<file path="src/rtl/vga_pkg.sv">
// Shared timing constants and types for the 640x480@60 scanout path.
// Optional feature macro used by the top level: VGA_BORDER_EN.
package vga_pkg;

  // Horizontal timing in pixel clocks
  localparam int H_ACTIVE = 640;
  localparam int H_FP     = 16;
  localparam int H_SYNC   = 96;
  localparam int H_BP     = 48;
  localparam int H_TOTAL  = H_ACTIVE + H_FP + H_SYNC + H_BP;

  // Vertical timing in lines
  localparam int V_ACTIVE = 480;
  localparam int V_FP     = 10;
  localparam int V_SYNC   = 2;
  localparam int V_BP     = 33;
  localparam int V_TOTAL  = V_ACTIVE + V_FP + V_SYNC + V_BP;

  // Side length of the square framebuffer image
  localparam int IMG_SIZE = 256;

  // Per-pixel control bits that travel alongside the memory read
  typedef struct packed {
    logic hsync;
    logic vsync;
    logic blank_n;
    logic img;
    logic ring;
    logic frame_start;
  } pix_ctl_t;

  // Idle/reset value: syncs inactive (high), everything else off
  localparam pix_ctl_t CTL_RESET = '{
    hsync:       1'b1,
    vsync:       1'b1,
    blank_n:     1'b0,
    img:         1'b0,
    ring:        1'b0,
    frame_start: 1'b0
  };

  // True when lo <= val < lo+len
  function automatic logic in_window(input int val, input int lo, input int len);
    return (val >= lo) && (val < lo + len);
  endfunction

endpackage

</file>
<file path="src/rtl/vga_timing.sv">
// Free-running h/v raster counters with raw (undelayed) sync and active flags.
import vga_pkg::*;

module vga_timing (
  input  logic       clk,
  input  logic       i_rst_n,
  output logic [9:0] o_h,
  output logic [9:0] o_v,
  output logic       o_hsync,
  output logic       o_vsync,
  output logic       o_active,
  output logic       o_frame_start
);

  logic [9:0] r_h;
  logic [9:0] r_v;

  // Raster position: h wraps at end of line, v advances on each h wrap
  always_ff @(posedge clk or negedge i_rst_n) begin
    if (!i_rst_n) begin
      r_h <= '0;
      r_v <= '0;
    end else if (r_h == 10'(H_TOTAL - 1)) begin
      r_h <= '0;
      r_v <= (r_v == 10'(V_TOTAL - 1)) ? '0 : r_v + 10'd1;
    end else begin
      r_h <= r_h + 10'd1;
    end
  end

  assign o_h           = r_h;
  assign o_v           = r_v;
  assign o_hsync       = !in_window(int'(r_h), H_ACTIVE + H_FP, H_SYNC);
  assign o_vsync       = !in_window(int'(r_v), V_ACTIVE + V_FP, V_SYNC);
  assign o_active      = (r_h < 10'(H_ACTIVE)) && (r_v < 10'(V_ACTIVE));
  assign o_frame_start = (r_h == 10'd0) && (r_v == 10'd0);

endmodule

</file>
<file path="src/rtl/vga_scanout.sv">
// VGA scanout: issues framebuffer reads for a 256x256 grayscale image placed
// at (IMG_X0, IMG_Y0) and realigns syncs/blanking with the returned data.
// Optional macro VGA_BORDER_EN paints a white 1-pixel ring around the image.
import vga_pkg::*;

module vga_scanout #(
  parameter int IMG_X0  = 192,
  parameter int IMG_Y0  = 112,
  parameter int MEM_LAT = 1
) (
  input  logic        clk,
  input  logic        reset,
  input  logic        enable,
  output logic [15:0] pixel_addr,
  output logic        pixel_rd,
  input  logic [7:0]  pixel_data,
  output logic [7:0]  vga_r,
  output logic [7:0]  vga_g,
  output logic [7:0]  vga_b,
  output logic        hsync,
  output logic        vsync,
  output logic        blank_n,
  output logic        sync_n,
  output logic        frame_start
);

`ifdef VGA_BORDER_EN
  localparam logic [7:0] RING_COLOUR = 8'hFF;
`else
  localparam logic [7:0] RING_COLOUR = 8'h00;
`endif

  logic [9:0] w_h;
  logic [9:0] w_v;
  logic       w_hsync;
  logic       w_vsync;
  logic       w_active;
  logic       w_frame_start;
  logic       w_in_img;
  logic       w_in_ring;
  logic       w_rd;
  logic [7:0] w_col;
  logic [7:0] w_row;
  pix_ctl_t   w_ctl0;
  pix_ctl_t   w_out;

  logic [15:0] r_addr;
  logic        r_rd;
  pix_ctl_t    r_ctl [0:MEM_LAT];

  vga_timing u_timing (
    .clk           (clk),
    .i_rst_n       (reset),
    .o_h           (w_h),
    .o_v           (w_v),
    .o_hsync       (w_hsync),
    .o_vsync       (w_vsync),
    .o_active      (w_active),
    .o_frame_start (w_frame_start)
  );

  // Image rectangle and the ring one pixel outside it (ring limited to active area)
  assign w_in_img  = in_window(int'(w_h), IMG_X0, IMG_SIZE) &&
                     in_window(int'(w_v), IMG_Y0, IMG_SIZE);
  assign w_in_ring = w_active && !w_in_img &&
                     in_window(int'(w_h), IMG_X0 - 1, IMG_SIZE + 2) &&
                     in_window(int'(w_v), IMG_Y0 - 1, IMG_SIZE + 2);

  // Only the low 8 bits of the offsets matter: the image is exactly 256 wide/tall
  assign w_col = w_h[7:0] - 8'(IMG_X0);
  assign w_row = w_v[7:0] - 8'(IMG_Y0);
  assign w_rd  = w_in_img & enable;

  assign w_ctl0 = '{
    hsync:       w_hsync,
    vsync:       w_vsync,
    blank_n:     w_active,
    img:         w_rd,
    ring:        w_in_ring & enable,
    frame_start: w_frame_start
  };

  // Address stage: address only moves while reading, so it holds between reads
  always_ff @(posedge clk or negedge reset) begin
    if (!reset) begin
      r_addr <= '0;
      r_rd   <= 1'b0;
    end else begin
      r_rd <= w_rd;
      if (w_rd) begin
        r_addr <= {w_row, w_col};
      end
    end
  end

  // First delay stage captures control in the same cycle as the address
  always_ff @(posedge clk or negedge reset) begin
    if (!reset) begin
      r_ctl[0] <= CTL_RESET;
    end else begin
      r_ctl[0] <= w_ctl0;
    end
  end

  // Remaining stages cover the memory read latency
  generate
    for (genvar gi = 1; gi <= MEM_LAT; gi++) begin : g_dly
      // Shift control one stage further toward the output
      always_ff @(posedge clk or negedge reset) begin
        if (!reset) begin
          r_ctl[gi] <= CTL_RESET;
        end else begin
          r_ctl[gi] <= r_ctl[gi-1];
        end
      end
    end
  endgenerate

  assign w_out = r_ctl[MEM_LAT];

  assign pixel_addr  = r_addr;
  assign pixel_rd    = r_rd;
  assign hsync       = w_out.hsync;
  assign vsync       = w_out.vsync;
  assign blank_n     = w_out.blank_n;
  assign frame_start = w_out.frame_start;
  assign sync_n      = 1'b1;

  // Grayscale image data fans out to all channels; ring/background otherwise
  assign vga_r = w_out.img ? pixel_data : (w_out.ring ? RING_COLOUR : 8'h00);
  assign vga_g = vga_r;
  assign vga_b = vga_r;

endmodule

</file>
<file path="config.mk">
export PLATFORM = sky130hd
export DESIGN_NAME = vga_scanout
export DESIGN_NICKNAME = d
export VERILOG_FILES = /design/src/rtl/vga_pkg.sv /design/src/rtl/vga_timing.sv /design/src/rtl/vga_scanout.sv
export SDC_FILE = /design/constraint.sdc
export NUM_CORES = 1
export LEC_CHECK = 0
export ABC_AREA = 1
export BUFFER_PORTS_ARGS = -buffer_cell sky130_fd_sc_hd__buf_2
export CAP_MARGIN = 20
export CORE_MARGIN = 2
export CORE_UTILIZATION = 45
export CTS_CLUSTER_DIAMETER = 30
export CTS_CLUSTER_SIZE = 12
export DETAILED_ROUTE_END_ITERATION = 12
export PLACE_DENSITY_LB_ADDON = 0.2
export REMOVE_ABC_BUFFERS = 1
export SLEW_MARGIN = 20
export SYNTH_ARGS = -nofsm -noshare
export SYNTH_HDL_FRONTEND = slang
export SYNTH_SLANG_ARGS = --single-unit
</file>
<file path="constraint.sdc">
create_clock -name clk -period 1.46 [get_ports clk]
set_input_delay 0.219 -clock clk [delete_from_list [all_inputs] [get_ports clk]]
set_output_delay 0.219 -clock clk [all_outputs]
set_load 0.01 [all_outputs]
</file>
==> flow_summary_export.csv <==
group,metric,value,unit
status,status,"finished, violations left",
status,violations,"setup timing",
job,maxCapViolations,0,
clock_tree,cts_buffers,5,
clock_tree,ctsRootBufferMaster,"clkbuf_8",
min_path,hold_class,"reg -> reg",
logic_synthesis,postSynthCellCount,330,
cells_and_area,seq_area,1160,µm²
cells_and_area,antennaDiodeCount,0,
logic_synthesis,syn_area,2600,µm²
routing,drc,0,
cells_and_area,multi_input_area,1310,µm²
pwr,p_comb_frac,0.021,
routing,post_drt_wl_per_cell,13.6,µm
timing,setup_viol,33,
logic_synthesis,synth_seq_area_share,0.445,
global_routing,grt.overflow.total,0,
placed_design,dp_cells,468,
clock_tree,cts_tree,"done",
pwr,p_sw,490,µW
setup_path,crit_required,1.67,ns
clock_tree,clkTransAtPathRegs,0.09,ns
clock_tree,cts_sinks,46,
setup_path,cp_max_fo,8,
cells_and_area,area_growth,38.1,%
placed_design,globalplace.congestion,0.857,
placed_design,hpwl,4610,µm
logic_synthesis,ys_warn_count,0,
setup_path,crit_arrival,1.80,ns
routing,drt_first_pass_iters,4,
pwr,vdd_drop_max,0.337,mV
die,rows,27,
cells_and_area,fillers,459,
clock_tree,clk_latency,0.31,ns
die,io_pins,57,
timing,fin_crit_sh,1.09,
logic_synthesis,async_flop_share,1.00,
logic_synthesis,synth_flop_cell,"dfrtp_1",
pwr,intPower,1800,µW
global_routing,antenna_found_initial,0,
setup_path,crit_type,"reg -> reg",
setup_path,worst_setup_path_end_kind,"register",
timing,worst_slack,-0.128,ns
pwr,swShare,0.214,
setup_path,start_kind,"register",
pwr,finalPower,2290,µW
routing,vias_per_cell,5.01,
timing,fmax,0.630,GHz
die,core,5540,µm²
routing,vias,2461,
logic_synthesis,synth_area_per_cell,7.87,µm²
timing,skew,0.0114,ns
logic_synthesis,synth_edf_count,0,
global_routing,grt_max_degree,28,
clock_tree,htreeDepth,2,
routing,wirelength,6660,µm
timing,period_needed,1.59,ns
routing,antenna_left,0,
placed_design,io_buffers,55,
global_routing,grt_pass1_vias,2155,
pwr,leakage,0.00196,µW
timing,drv_slew,0,
global_routing,grt_use_total,0.206,
timing,rsz0062_at_grt,"true",
cells_and_area,fin_cells,491,
pwr,clock_power_share,0.424,
die,die_area,6400,µm²
die,die_w,80.0,µm
logic_synthesis,synth_seq_cells,46,
die,fp.dieH,80.0,µm
timing,finalHoldViolations,0,
clock_tree,clock_path_buffers,2,
cells_and_area,nets,441,
die,start_util,0.469,
logic_synthesis,synth_cell_types,28,
global_routing,grt_pass1_wl,10100,µm
routing,drtIter0Drc,163,
timing,slew_headroom,0.638,
pwr,powerDensity,640,nW/µm²
timing,tightest_slew,0.543,ns
pwr,power_frac_seq,0.555,
cells_and_area,drive_above_1_share,0.427,
cells_and_area,final_core_util,0.647,
[placed cells by master (no fill, tap or decap), types with 5 or more instances in the layout]
| cell type | instances |
|---|---|
| clkbuf_8 | 5 |
| nor2_1 | 22 |
| nand2_2 | 14 |
| nand3_2 | 14 |
| ha_1 | 6 |
| nand2_1 | 77 |
| buf_4 | 39 |
| nor2_2 | 5 |
| nor3_1 | 6 |
| inv_1 | 33 |
| o21ai_1 | 5 |
| inv_2 | 9 |
| a21oi_1 | 6 |
| nand3_1 | 22 |
| buf_2 | 55 |
| nand4_1 | 8 |
| dfrtp_1 | 41 |
[final timing paths]
check | from | to | slack, ns | depth (start not counted)
max | u_timing.o_h[6] | u_timing.o_v[1] | -0.13 | 10
min | r_ctl[9] | blank_n | 0.36 | 0
max reg2reg | u_timing.o_h[6] | u_timing.o_v[1] | -0.13 | 10
min reg2reg | r_ctl[9] | blank_n | 0.36 | 0
max in group asynchronous | reset | frame_start | 0.51 | 3
min in group asynchronous | reset | u_timing.o_h[9] | 0.43 | 2
[metal layers]
metal,part of all wire,GRT usage,vias up
li1,-,-,1213
met1,0.43,0.266,1159
met2,0.49,0.352,80
met3,0.058,0.0339,9
met4,0.017,0.0661,0
met5,0,0,-
[cells by family after synthesis]
family / count (synthesis) / synth area share
AOI/OAI and AO/OA: 18 / 0.0405
xor gates and xnor gates: 3 / 0.0101
adders and majority gates: 12 / 0.0578
buffers and inverters: 69 / 0.140
DFF: 46 / 0.445
other: 1 / 0.00144
and+or+nand+nor: 181 / 0.305
[layout make-up]
type                    instances  share of cell area
flip-flops and latches         46               0.323
clock inverters                 3              0.0122
multi-input cells             217               0.364
repair buffers                106               0.212
well taps                      72              0.0251
inverters                      42              0.0439
clock buffers                   5              0.0192
[critical path, cell delays in order (launching register included)]
cell and delay (ns):
dfrtp_1 0.43, inv_2 0.11, ha_4 0.14, inv_2 0.03
nor2_2 0.10, nand2_1 0.11, nor2_4 0.14, buf_12 0.14
buf_12 0.11, nand3_1 0.07, o21ai_0 0.10
[stage by stage]
step           setup slack [ns]  setup TNS [ns]  hold slack, ns  area, µm²
2_1_floorplan            -0.126           -2.26         -0.0766       2390
3_3_place_gp            -0.0408          -0.764           0.212       3070
3_5_place_dp            -0.0693           -1.32           0.226       3070
4_1_cts                 -0.0688           -1.26           0.358       3260
5_1_grt                  -0.212           -4.96           0.361       3590
6_report                 -0.128           -2.15           0.355       3590
[flip-flops by register name (all words and copies together) (netlist names)]
name,count
hsync,1
frame_start,1
u_timing.o_h,10
pixel_addr,16
u_timing.o_v,10
r_ctl,6
blank_n,1
vsync,1
[power groups by stage]
stage          registers, µW  clock network, µW  logic (µW)
4_1_cts                 1270                992        50.5
5_1_grt                 1270               1050        55.6
2_1_floorplan           1300                  0        2.79
6_report                1270                972        48.7
3_5_place_dp            1300                  0        48.5
3_3_place_gp            1300                  0        47.7
[synthesized netlist by cell type (all sizes together) (3+ instances only)]
cell	n	area, µm²
a21oi	7	46.3
buf	26	201
dfrtp	42	1050
dfstp	4	105
ha	12	150
inv	42	158
nand2	94	368
nand3	37	185
nand4	8	50.1
nor2	30	125
nor3	9	45.0
o21ai	9	45.0
xor2	3	26.3
[timing repair]
item / CTS / global route
gates cloned: 0 / 3
hold endpoints to repair: 15 / 0
setup endpoints to repair: 33 / 37
buffers inserted: 5 / 7
hold buffers: 1 / 0
pin swaps: 2 / 30
resized for setup: 11 / 61
(Power assumes the default switching activity.)
